===== src/rtl/puf_pkg.sv =====
// Shared types and constants for the arbiter-PUF evaluation core.
package puf_pkg;

    typedef enum logic [2:0] {
        StIdle,
        StArm,
        StFire,
        StSample,
        StDone
    } state_e;

    localparam int unsigned SYNC_STAGES = 2;

    // Width of a counter that must hold 0..repeats inclusive.
    function automatic int unsigned cnt_width(input int unsigned repeats);
        return (repeats < 1) ? 1 : $clog2(repeats + 1);
    endfunction

endpackage


===== src/rtl/puf_switch_stage.sv =====
// One arbiter-PUF switch stage: a pair of 2:1 muxes sharing a challenge bit.
module puf_switch_stage (
    input  logic top_i,
    input  logic bot_i,
    input  logic c_i,
    output logic top_o,
    output logic bot_o
);

    // c_i=0 passes straight through, c_i=1 crosses the two paths.
    assign top_o = c_i ? bot_i : top_i;
    assign bot_o = c_i ? top_i : bot_i;

endmodule


===== src/rtl/arbiter_puf_eval.sv =====
// Arbiter-PUF core: switch chain, arbiter latch, synchroniser and evaluation FSM.
// Define PUF_MAJORITY_VOTE_EN to evaluate each challenge REPEATS times and majority-vote.
module arbiter_puf_eval
    import puf_pkg::*;
#(
    parameter int unsigned N_STAGES      = 64,
    parameter int unsigned SETTLE_CYCLES = 8,
    parameter int unsigned REPEATS       = 5,
    parameter int unsigned CNT_W         = cnt_width(REPEATS)
) (
    input  logic                clk,
    input  logic                rst,
    input  logic                start_i,
    input  logic [N_STAGES-1:0] challenge_i,
    output logic                ready_o,
    output logic                resp_valid_o,
    output logic                resp_o,
    output logic [CNT_W-1:0]    ones_cnt_o
);

`ifdef PUF_MAJORITY_VOTE_EN
    localparam int unsigned EVALS = REPEATS;
`else
    localparam int unsigned EVALS = 1;
`endif
    localparam int unsigned SW = $clog2(SETTLE_CYCLES + 1);

    state_e                   state_q, state_d;
    logic [N_STAGES-1:0]      challenge_q, challenge_d;
    logic [SW-1:0]            settle_q, settle_d;
    logic [CNT_W-1:0]         rep_q, rep_d;
    logic [CNT_W-1:0]         ones_q, ones_d, ones_final;
    logic [CNT_W-1:0]         ones_out_q, ones_out_d;
    logic                     resp_q, resp_d;
    logic                     launch_q, launch_d;
    logic                     arb_clr_q, arb_clr_d;
    logic                     arb_q;
    logic [SYNC_STAGES-1:0]   sync_q;
    logic                     sync_bit;
    logic [N_STAGES:0]        top_path, bot_path;

    assign top_path[0] = launch_q;
    assign bot_path[0] = launch_q;

    for (genvar k = 0; k < N_STAGES; k++) begin : g_stage
        (* keep = "true", dont_touch = "true" *)
        puf_switch_stage u_stage (
            .top_i (top_path[k]),
            .bot_i (bot_path[k]),
            .c_i   (challenge_q[k]),
            .top_o (top_path[k+1]),
            .bot_o (bot_path[k+1])
        );
    end

    // Bottom path edge captures the top path: 1 means top won the race.
    always_ff @(posedge bot_path[N_STAGES] or posedge arb_clr_q) begin
        if (arb_clr_q) arb_q <= 1'b0;
        else           arb_q <= top_path[N_STAGES];
    end

    always_ff @(posedge clk) begin
        if (rst) sync_q <= '0;
        else     sync_q <= {sync_q[SYNC_STAGES-2:0], arb_q};
    end
    assign sync_bit = sync_q[SYNC_STAGES-1];

    always_comb begin
        state_d     = state_q;
        challenge_d = challenge_q;
        settle_d    = settle_q;
        rep_d       = rep_q;
        ones_d      = ones_q;
        ones_out_d  = ones_out_q;
        resp_d      = resp_q;
        ones_final  = ones_q + CNT_W'(sync_bit);
        unique case (state_q)
            StIdle: begin
                if (start_i) begin
                    challenge_d = challenge_i;
                    ones_d      = '0;
                    rep_d       = '0;
                    settle_d    = '0;
                    state_d     = StArm;
                end
            end
            StArm: begin
                if (settle_q == SW'(SETTLE_CYCLES - 1)) begin
                    settle_d = '0;
                    state_d  = StFire;
                end else begin
                    settle_d = settle_q + SW'(1);
                end
            end
            StFire: begin
                if (settle_q == SW'(SETTLE_CYCLES - 1)) begin
                    settle_d = '0;
                    state_d  = StSample;
                end else begin
                    settle_d = settle_q + SW'(1);
                end
            end
            StSample: begin
                if (settle_q == SW'(SYNC_STAGES - 1)) begin
                    settle_d = '0;
                    ones_d   = ones_final;
                    if (rep_q == CNT_W'(EVALS - 1)) begin
                        // Results are loaded here so they are valid during the DONE pulse.
                        ones_out_d = ones_final;
`ifdef PUF_MAJORITY_VOTE_EN
                        resp_d = (ones_final > CNT_W'(REPEATS / 2));
`else
                        resp_d = sync_bit;
`endif
                        state_d = StDone;
                    end else begin
                        rep_d   = rep_q + CNT_W'(1);
                        state_d = StArm;
                    end
                end else begin
                    settle_d = settle_q + SW'(1);
                end
            end
            StDone:  state_d = StIdle;
            default: state_d = StIdle;
        endcase
        // Launch stays high through SAMPLE so the arbiter holds its decision.
        launch_d  = (state_d == StFire) || (state_d == StSample);
        arb_clr_d = !launch_d;
    end

    always_ff @(posedge clk) begin
        if (rst) begin
            state_q     <= StIdle;
            challenge_q <= '0;
            settle_q    <= '0;
            rep_q       <= '0;
            ones_q      <= '0;
            ones_out_q  <= '0;
            resp_q      <= 1'b0;
            launch_q    <= 1'b0;
            arb_clr_q   <= 1'b1;
        end else begin
            state_q     <= state_d;
            challenge_q <= challenge_d;
            settle_q    <= settle_d;
            rep_q       <= rep_d;
            ones_q      <= ones_d;
            ones_out_q  <= ones_out_d;
            resp_q      <= resp_d;
            launch_q    <= launch_d;
            arb_clr_q   <= arb_clr_d;
        end
    end

    assign ready_o      = (state_q == StIdle);
    assign resp_valid_o = (state_q == StDone);
    assign resp_o       = resp_q;
    assign ones_cnt_o   = ones_out_q;

endmodule


===== config.mk =====
export PLATFORM = sky130hd
export DESIGN_NAME = arbiter_puf_eval
export DESIGN_NICKNAME = d
export VERILOG_FILES = /design/src/rtl/puf_pkg.sv /design/src/rtl/puf_switch_stage.sv /design/src/rtl/arbiter_puf_eval.sv
export SDC_FILE = /design/constraint.sdc
export NUM_CORES = 1
export LEC_CHECK = 0
export CAP_MARGIN = 20
export CORE_ASPECT_RATIO = 1.2
export CORE_MARGIN = 2
export CORE_UTILIZATION = 60
export CTS_BUF_LIST = sky130_fd_sc_hd__clkbuf_8
export DETAILED_ROUTE_END_ITERATION = 6
export DONT_BUFFER_PORTS = 1
export PLACE_DENSITY = 0.78
export SYNTH_ARGS = -nofsm -noshare
export SYNTH_HDL_FRONTEND = slang
export SYNTH_SLANG_ARGS = --single-unit

===== constraint.sdc =====
create_clock -name clk -period 4.61 [get_ports clk]
set_input_delay 0.461 -clock clk [delete_from_list [all_inputs] [get_ports clk]]
set_output_delay 0.461 -clock clk [all_outputs]
set_load 0.01 [all_outputs]

==> run_results.csv, run 1 <==
group,metric,value,unit
worst_setup_path,setup.worst_path.start_class,"flip-flop",
pwr,power_density,292,nW/um2
timing,setup_viol,0,
pwr,vdd_drop_max,0.000209,V
synthesis,synth_common_cells,"dfxtp_1 (21), nor2_1 (14), mux2i_1 (7)",
global_routing,antenna_found_initial,0,
synthesis,synth_area_leaders,"dfxtp_1 (39%), ha_1 (6.9%), mux2i_1 (6.5%)",
synthesis,synth-seq-cells,22,
pwr,p_sw_frac,0.221,
detailed_routing,drt-total-wl,1710,um
clock_network,clk_latency,260,ps
finish,utilization,0.663,
detailed_routing,vias_per_cell,6.01,
clock_network,cts_htree_levels,1,
detailed_routing,drt_iter0_markers,16,
timing,untimed_endpoints,1,
synthesis,synth_compound_area_frac,0.104,
run,maxCapViolations,0,
place,dpl.cell_count,123,
timing,timing.fmax,0.551,GHz
synthesis,syn_area,1080,um2
run_status,outcome,"finished, final reports clean",
synthesis,syn_nets,184,
timing,finalCritPeriodShare,0.394,
finish,fillCellCount,137,
finish,layout-drive-gt1-share,0.0734,
synthesis,netlist.area_leader.share,0.388,
timing,hold_violations,0,
pwr,p_seq_frac,0.579,
finish,diodes,0,
detailed_routing,antenna_left,0,
finish,multi_input_area,566,um2
pwr,p_leak,0.489,nW
floorplan,rows,16,
worst_setup_path,r2r-end,"settle_q[3]",
pwr,pwr-share-clk,0.371,
synthesis,async_flop_share,0.0455,
synthesis,synth_top_family_by_area,"simple AND/OR/NAND/NOR gates",
timing,slew_viol_final,0,
global_routing,track_usage,0.178,
finish,regArea,445,um2
min_path,holdCritPathClass,"input pin to flip-flop",
worst_setup_path,r2r_setup_slack,2790,ps
timing,tightest_slew,416,ps
floorplan,ios,73,
floorplan,initial_core_util,0.651,
place,port-buffer-count,0,
clock_network,cts_resized,0,
synthesis,yosys.area_share.xor_xnor,0.0162,
floorplan,dieArea,2160,um2
clock_network,cts_root_buf,"clkbuf_8",
timing,relSlewSlack,0.721,
synthesis,ys_types,36,
timing,setup_tns,0,ps
clock_network,cts_tree,"done",
synthesis,synth_cells,111,
global_routing,grt_max_degree,23,
finish,area_growth,1.85,%
min_path,min_path_cells,1,
worst_setup_path,cpMaxStageDelayCell,"a211oi_1",
synthesis,synth_edf_count,0,
worst_setup_path,crit_chain,"inv_1 -> ha_1 -> nor3b_4 -> a211oi_1 -> o21ai_0 -> o32ai_1",
worst_setup_path,critPathCaptureType,"flip-flop",
pwr,finalPower,0.000322,W
timing,hold_slack,256,ps
worst_setup_path,cp.required,4790,ps
worst_setup_path,cp.arrival,1990,ps
worst_setup_path,crit_fanout,10,
min_path,worstHoldEndpoint,"ones_q[0]",
synthesis,synthAdderAreaFrac,0.0694,
timing,skew,5.13,ps
timing,finalCriticalPeriod,1820,ps
detailed_routing,drc,0,
timing,rsz0062_at_grt,"no",
pwr,p_comb_frac,0.050,
pwr,power_switching,0.0000711,W
detailed_routing,dr.pass1.iters,4,
synthesis,synthSimpleGateAreaFrac,0.268,
worst_setup_path,r2r_cells,6,
clock_network,clk_pin_slew_worst_paths,80,ps
synthesis,synth.area.mux_share,0.0647,
detailed_routing,vias,763,
synthesis,synth_area_leader_cell,"dfxtp_1",
global_routing,overflow,0,
timing,unclocked_pins,1,
finish,nets,183,
min_path,hp-start,"rst",
floorplan,core_area,1660,um2
place,hpwl,1200,um
global_routing,grt_pass1_vias,706,
synthesis,yosysMostFrequentCell,"dfxtp_1",
synthesis,yosys_most_used_dff,"dfxtp_1",
worst_setup_path,critPathKind,"flip-flop to flip-flop",
worst_setup_path,r2r-start,"settle_q[1]",
floorplan,die_w,42.8,um
place,gp_congestion,0.721,
clock_network,numCtsBuffers,3,
worst_setup_path,critPathMaxStageDelay,390,ps
synthesis,ys_warn_count,0,
global_routing,grt_pass1_wl,2900,um
finish,stdcell_count,127,
synthesis,avgSynthCellArea,9.75,um2
detailed_routing,drt-wirelength-per-cell,13.4,um
clock_network,cts_hold_buf,0,
clock_network,postCtsSetupRepairBufs,0,
clock_network,cts_buffer_depth,2,
synthesis,ys_seq_area_frac,0.412,
pwr,p_int,0.000251,W
floorplan,die_y,50.5,um
per-stage QoR:
step                      setup slack, ps  area (um2)
after floorplan                      3000        1080
after global placement               2890        1060
after detailed placement             2820        1060
after CTS                            2800        1100
after global routing                 2660        1100
final                                2790        1100
power by group through the flow:
stage	Sequential [W]	Clock, W	Combinational, W
after global routing	0.000187	0.000129	0.0000181
final	0.000186	0.000120	0.0000162
after detailed placement	0.000191	0	0.0000163
after CTS	0.000186	0.000124	0.0000163
after floorplan	0.000188	0	0.0000187
after global placement	0.000190	0	0.0000159
registers in the layout, summed over array words and instances, names as in the netlist:
name / flops
settle_q: 4
ones_cnt_o: 3
ones_q: 3
rep_q: 3
state_q: 3
sync_q: 2
arb_clr_q: 1
arb_q: 1
launch_q: 1
resp_o: 1
metal layers:
layer	vias to the layer above	global-route usage	part of all wire
met5	-	0	0
met4	0	0.109	0.027
met3	5	0.0432	0.044
met2	15	0.275	0.48
met1	357	0.221	0.45
li1	386	-	-
critical path, delay by kind of cell, from the launching register on:
kind / cells / cell delay, ps
buffers and inverters: 1 / 60
adder cells (fa/ha/maj): 1 / 180
AO/OA/AOI/OAI: 3 / 920
flip-flops: 1 / 380
AND/OR/NAND/NOR: 1 / 190
area by class of cell:
class	count	area share
well taps	18	0.0204
clock inverters	1	0.00454
inverters	6	0.0204
clock buffers	3	0.0375
flip-flops and latches	22	0.404
multi-input cells	77	0.513
worst max path at each step:
stage	cells after the start	end	slack, ps	startpoint
final	6	settle_q[3]	2790	settle_q[1]
after global routing	6	settle_q[3]	2660	settle_q[1]
after CTS	6	settle_q[3]	2800	settle_q[1]
after detailed placement	5	ones_q[2]	2820	settle_q[0]
after global placement	5	ones_q[2]	2890	settle_q[0]
after floorplan	5	ones_q[2]	3000	settle_q[0]
cells in the final DEF, fill, tap and decap left out, types with 3 or more instances in the layout:
cell	Yosys	routed
a21oi_1	3	3
clkbuf_8	0	3
dfxtp_1	21	21
ha_1	6	6
inv_1	6	6
mux2i_1	7	7
nand2b_1	4	4
nand3_1	5	5
nand3b_1	6	6
nor2_1	14	14
nor3_1	3	3
o21ai_0	3	3
cells by family after synthesis:
kind of cell / after synthesis
and+or+nand+nor: 46
DFF: 22
AOI/OAI and AO/OA: 16
buffers and inverters: 12
muxes: 7
adders and majority gates: 6
xor gates and xnor gates: 2
Note: power is estimated with default switching activity, not from simulation.
==> run 2: changes to the inputs <==
CORE_UTILIZATION = 58   (was 60)
clock period = 1.65 ns   (was 4.61 ns; I/O delays follow)
==> run_results.csv, run 2 (synthesized netlist as in run 1, its figures left out) <==
group,metric,value,unit
worst_setup_path,setup.worst_path.start_class,"flip-flop",
pwr,power_density,762,nW/um2
worst_setup_path,r2r-end,"settle_q[2]",
detailed_routing,antenna_left,0,
worst_setup_path,crit_fanout,4,
worst_setup_path,path_buf_inv,2,
finish,area_growth,13.6,%
worst_setup_path,crit_chain,"inv_1 -> ha_1 -> nor3b_4 -> a211oi_1 -> buf_4 -> nand4b_1 -> a31oi_1",
run,maxCapViolations,0,
timing,relSlewSlack,0.594,
global_routing,overflow,0,
min_path,min_path_cells,1,
global_routing,grt_pass1_vias,801,
finish,diodes,0,
global_routing,grt_max_degree,17,
finish,utilization,0.680,
timing,tightest_slew,607,ps
detailed_routing,dr.pass1.iters,6,
finish,largest-register,"settle_q",
floorplan,rows,17,
clock_network,cts_htree_levels,1,
floorplan,ios,73,
floorplan,die_y,51.3,um
clock_network,clk_latency,260,ps
timing,setup_slack,22.0,ps
clock_network,numCtsBuffers,3,
worst_setup_path,cpMaxStageDelayCell,"a211oi_1",
floorplan,initial_core_util,0.599,
timing,slew_viol_final,0,
timing,untimed_endpoints,1,
timing,hold_violations,0,
detailed_routing,drt_iter0_markers,9,
floorplan,die_w,43.4,um
min_path,hp-start,"rst",
pwr,power_switching,0.000218,W
place,port-buffer-count,0,
timing,rsz0062_at_grt,"yes",
global_routing,track_usage,0.210,
run_status,outcome,"finished, final reports clean",
timing,skew,2.45,ps
min_path,holdCritPathClass,"input pin to flip-flop",
pwr,p_seq_frac,0.555,
finish,layout-drive-gt1-share,0.238,
worst_setup_path,r2r-start,"settle_q[1]",
clock_network,clk_pin_slew_worst_paths,80,ps
detailed_routing,drt-wirelength-per-cell,14.1,um
detailed_routing,vias,807,
timing,finalCriticalPeriod,1630,ps
finish,layout_common_cells,"dfxtp_1 (17), nor2_1 (14), buf_4 (12)",
finish,layout_commonest_cell,"dfxtp_1",
pwr,p_sw_frac,0.232,
timing,unclocked_pins,1,
worst_setup_path,cp.arrival,1820,ps
detailed_routing,vias_per_cell,5.72,
pwr,pwr-share-clk,0.362,
floorplan,core_area,1810,um2
place,pre_cts_slack,-54.7,ps
detailed_routing,drc,0,
pwr,vdd_drop_max,0.000653,V
worst_setup_path,critPathMaxStageDelay,380,ps
pwr,p_leak,0.556,nW
worst_setup_path,critPathKind,"flip-flop to flip-flop",
pwr,p_int,0.000720,W
place,gp_congestion,0.810,
global_routing,antenna_found_initial,0,
detailed_routing,drt-total-wl,1990,um
global_routing,grt_pass1_wl,3440,um
worst_setup_path,critPathCaptureType,"flip-flop",
timing,finalCritPeriodShare,0.987,
timing,timing.fmax,0.614,GHz
finish,nets,196,
min_path,worstHoldEndpoint,"settle_q[1]",
worst_setup_path,cp_top_family,"compound AO/OA/AOI/OAI gates",
worst_setup_path,r2r_cells,7,
clock_network,cts_tree,"done",
place,hpwl,1330,um
finish,largest_reg_flops,4,
worst_setup_path,cp.required,1840,ps
floorplan,dieArea,2230,um2
timing,setup_viol,0,
pwr,p_comb_frac,0.083,
worst_setup_path,r2r_setup_slack,20,ps
clock_network,cts_root_buf,"clkbuf_8",
clock_network,cts_buffer_depth,2,
run 2: area by class of cell:
class	count	area, um2
clock buffers	3	41.3
clock inverters	1	5.00
fillers	140	578
inverters	6	22.5
multi-input cells	77	587
flip-flops and latches	22	450
well taps	19	23.8
repair buffers	13	100
run 2: worst max-delay path by stage:
stage                     start     endpoint  slack [ps]  cells after the start
finish              settle_q[1]  settle_q[2]          20                      7
global route        settle_q[1]  settle_q[2]         -80                      7
CTS                 settle_q[0]    arb_clr_q           7                      4
detailed placement  settle_q[0]    ones_q[2]         -50                      5
global placement    settle_q[0]    ones_q[2]          10                      5
floorplan           settle_q[0]    ones_q[2]          40                      5
run 2: worst reg2reg max path: stages (launching register included):
cell,delay (ps)
dfxtp_2,350
inv_1,50
ha_1,170
nor3b_4,160
a211oi_1,380
buf_4,200
nand4b_1,90
a31oi_1,150
run 2: power groups by stage:
stage	combinational, W	sequential, W	clock, W
2_1_floorplan	0.0000524	0.000526	0
3_3_place_gp	0.0000597	0.000531	0
3_5_place_dp	0.0000616	0.000531	0
4_1_cts	0.0000727	0.000520	0.000349
5_1_grt	0.0000847	0.000522	0.000367
6_report	0.0000778	0.000521	0.000339
run 2: timing repair:
item,CTS,global route
pin swaps,0,3
hold endpoints to repair,16,0
setup endpoints to repair,4,9
setup buffers,1,2
hold buffers,1,0
resized for setup,3,7
run 2: stage by stage:
stage	hold WS, ps	total power (W)	cells	instance area, um2	setup TNS (ps)
after floorplan	323	0.000579	111	1080	0
after global placement	237	0.000591	133	1120	0
after detailed placement	240	0.000593	133	1120	-72.8
after CTS	5.01	0.000942	139	1190	0
after global routing	3.46	0.000973	141	1230	-255
final	8.17	0.000938	141	1230	0
run 2: per-layer routing:
metal	track usage	wire [um]	vias to the layer above
met3	0.0283	61	4
met2	0.356	1030	15
met1	0.237	869	379
met4	0.146	35	0
li1	-	-	409
met5	0	0	-
==> run 3: changes to the inputs <==
CELL_PAD_IN_SITES_DETAIL_PLACEMENT = 1   (was default)
CELL_PAD_IN_SITES_GLOBAL_PLACEMENT = 1   (was default)
CORE_UTILIZATION = 45   (was 58)
HOLD_SLACK_MARGIN = 0.03   (was default)
PLACE_DENSITY = 0.82   (was 0.78)
clock period = 1.5 ns   (was 1.65 ns; I/O delays follow)
==> run_results.csv, run 3 (synthesized netlist as in run 1, its figures left out) <==
group,metric,value,unit
worst_setup_path,cp.required,1650,ps
timing,timing.fmax,0.603,GHz
timing,skew,4.50,ps
floorplan,rows,19,
floorplan,dieArea,2820,um2
global_routing,use_met2,0.425,
worst_setup_path,setup.worst_path.start_class,"flip-flop",
finish,area_growth,32.5,%
finish,fin_area,1430,um2
min_path,min_path_cells,1,
timing,setup_slack,-158,ps
run,maxCapViolations,0,
global_routing,grt_pass1_vias,965,
timing,rsz0062_at_grt,"yes",
timing,tightest_slew,383,ps
clock_network,cts_tree,"done",
finish,utilization,0.628,
finish,layout-drive-gt1-share,0.363,
clock_network,cts_hold_buf,2,
worst_setup_path,critPathCaptureType,"flip-flop",
place,port-buffer-count,0,
finish,largest-register,"settle_q",
run_status,outcome,"finished with violations",
place,dpl_cell_area,1210,um2
finish,layout_commonest_cell,"buf_4",
pwr,power_switching,0.000247,W
global_routing,top_usage_layer,"met2",
floorplan,initial_core_util,0.474,
min_path,holdCritPathClass,"input pin to flip-flop",
floorplan,ios,73,
floorplan,die_y,57.7,um
finish,fillCellCount,264,
clock_network,clk_pin_slew_worst_paths,80,ps
global_routing,overflow,0,
global_routing,antenna_found_initial,0,
clock_network,numCtsBuffers,3,
detailed_routing,vias,923,
finish,largest_reg_flops,4,
pwr,p_comb_frac,0.117,
pwr,p_sw_frac,0.232,
detailed_routing,antenna_left,0,
pwr,p_int,0.000817,W
place,pre_cts_slack,-152,ps
detailed_routing,dr.pass1.iters,4,
worst_setup_path,critPathKind,"flip-flop to flip-flop",
timing,setup_viol,13,
clock_network,cts_buffer_depth,2,
clock_network,cts_root_buf,"clkbuf_8",
clock_network,clk_latency,260,ps
global_routing,grt.met3_usage,0.0490,
timing,slew_viol_final,0,
timing,relSlewSlack,0.743,
pwr,p_leak,0.637,nW
detailed_routing,vias_per_cell,5.56,
global_routing,track_usage,0.217,
detailed_routing,drc,0,
worst_setup_path,crit_fanout,4,
timing,hold_violations,15,
detailed_routing,drt-wirelength-per-cell,19.4,um
floorplan,die_w,48.8,um
detailed_routing,drt-total-wl,3220,um
timing,untimed_endpoints,1,
timing,finalCritPeriodShare,1.11,
run_status,failed_checks,"negative hold slack, negative setup slack",
pwr,pwr-share-clk,0.342,
clock_network,cts_htree_levels,1,
worst_setup_path,cp.arrival,1810,ps
global_routing,use_met1,0.230,
finish,layout_common_cells,"buf_4 (19), dfxtp_1 (18), nor2_1 (14)",
floorplan,core_area,2280,um2
global_routing,grt_pass1_wl,4590,um
finish,diodes,0,
place,hpwl,1870,um
pwr,power_density,742,nW/um2
timing,finalCriticalPeriod,1660,ps
finish,nets,209,
detailed_routing,drt_iter0_markers,7,
pwr,p_seq_frac,0.541,
pwr,vdd_drop_max,0.000563,V
global_routing,grt_max_degree,23,
worst_setup_path,r2r_cells,8,
place,gp_congestion,0.741,
finish,stdcell_count,166,
place,dpl.cell_count,154,
timing,unclocked_pins,1,
timing,hold_slack,-57.3,ps
==> run 3: area by class of cell <==
| type | count | area, um2 | share of cell area |
|---|---|---|---|
| clock buffer | 3 | 41.3 | 0.0288 |
| clock inverter | 1 | 3.75 | 0.00262 |
| inverter | 6 | 22.5 | 0.0157 |
| multi-input combinational | 77 | 657 | 0.458 |
| sequential | 22 | 452 | 0.315 |
| tap | 31 | 38.8 | 0.0271 |
| timing repair buffer | 26 | 219 | 0.153 |
==> run 3: layer usage <==
layer / vias up / wire, um
met5: - / 0
met4: 0 / 51
met3: 12 / 105
met2: 21 / 1900
met1: 456 / 1160
li1: 434 / -
==> run 3: final timing paths <==
kind	endpoint	slack (ps)	start
worst max-delay path	ones_cnt_o[1]	-160	settle_q[1]
worst min-delay path	ones_q[2]	-60	rst
worst max register to register	ones_cnt_o[1]	-160	settle_q[1]
worst min register to register	resp_o	560	sync_q[1]
==> run 3: worst max-delay path, cell delays in order (launching register included) <==
cell and delay (ps):
dfxtp_2 340, inv_2 60, ha_4 110, nor3b_4 320, buf_6 170, nand3b_1 110, buf_6 150, mux2i_1 200
nor2_1 80
==> run 3: power by group through the flow <==
stage,Sequential [W],Clock [W],Combinational [W]
detailed placement,0.000585,0,0.0000836
floorplan,0.000580,0,0.0000576
global route,0.000576,0.000394,0.000134
global placement,0.000585,0,0.0000788
finish,0.000575,0.000364,0.000125
CTS,0.000573,0.000372,0.000102
==> run 3: what timing repair did <==
item	4_1_cts	5_1_grt
pin swaps	6	8
endpoints found under the setup margin	12	17
gates resized for setup	10	18
setup buffers	4	3
endpoints found under the hold margin	18	16
==> run 3: per-stage QoR <==
stage               setup TNS (ps)  power, W
finish                       -1160   0.00106
global route                 -2050   0.00110
CTS                           -749   0.00105
detailed placement           -1170  0.000669
global placement              -645  0.000663
floorplan                    -84.6  0.000637
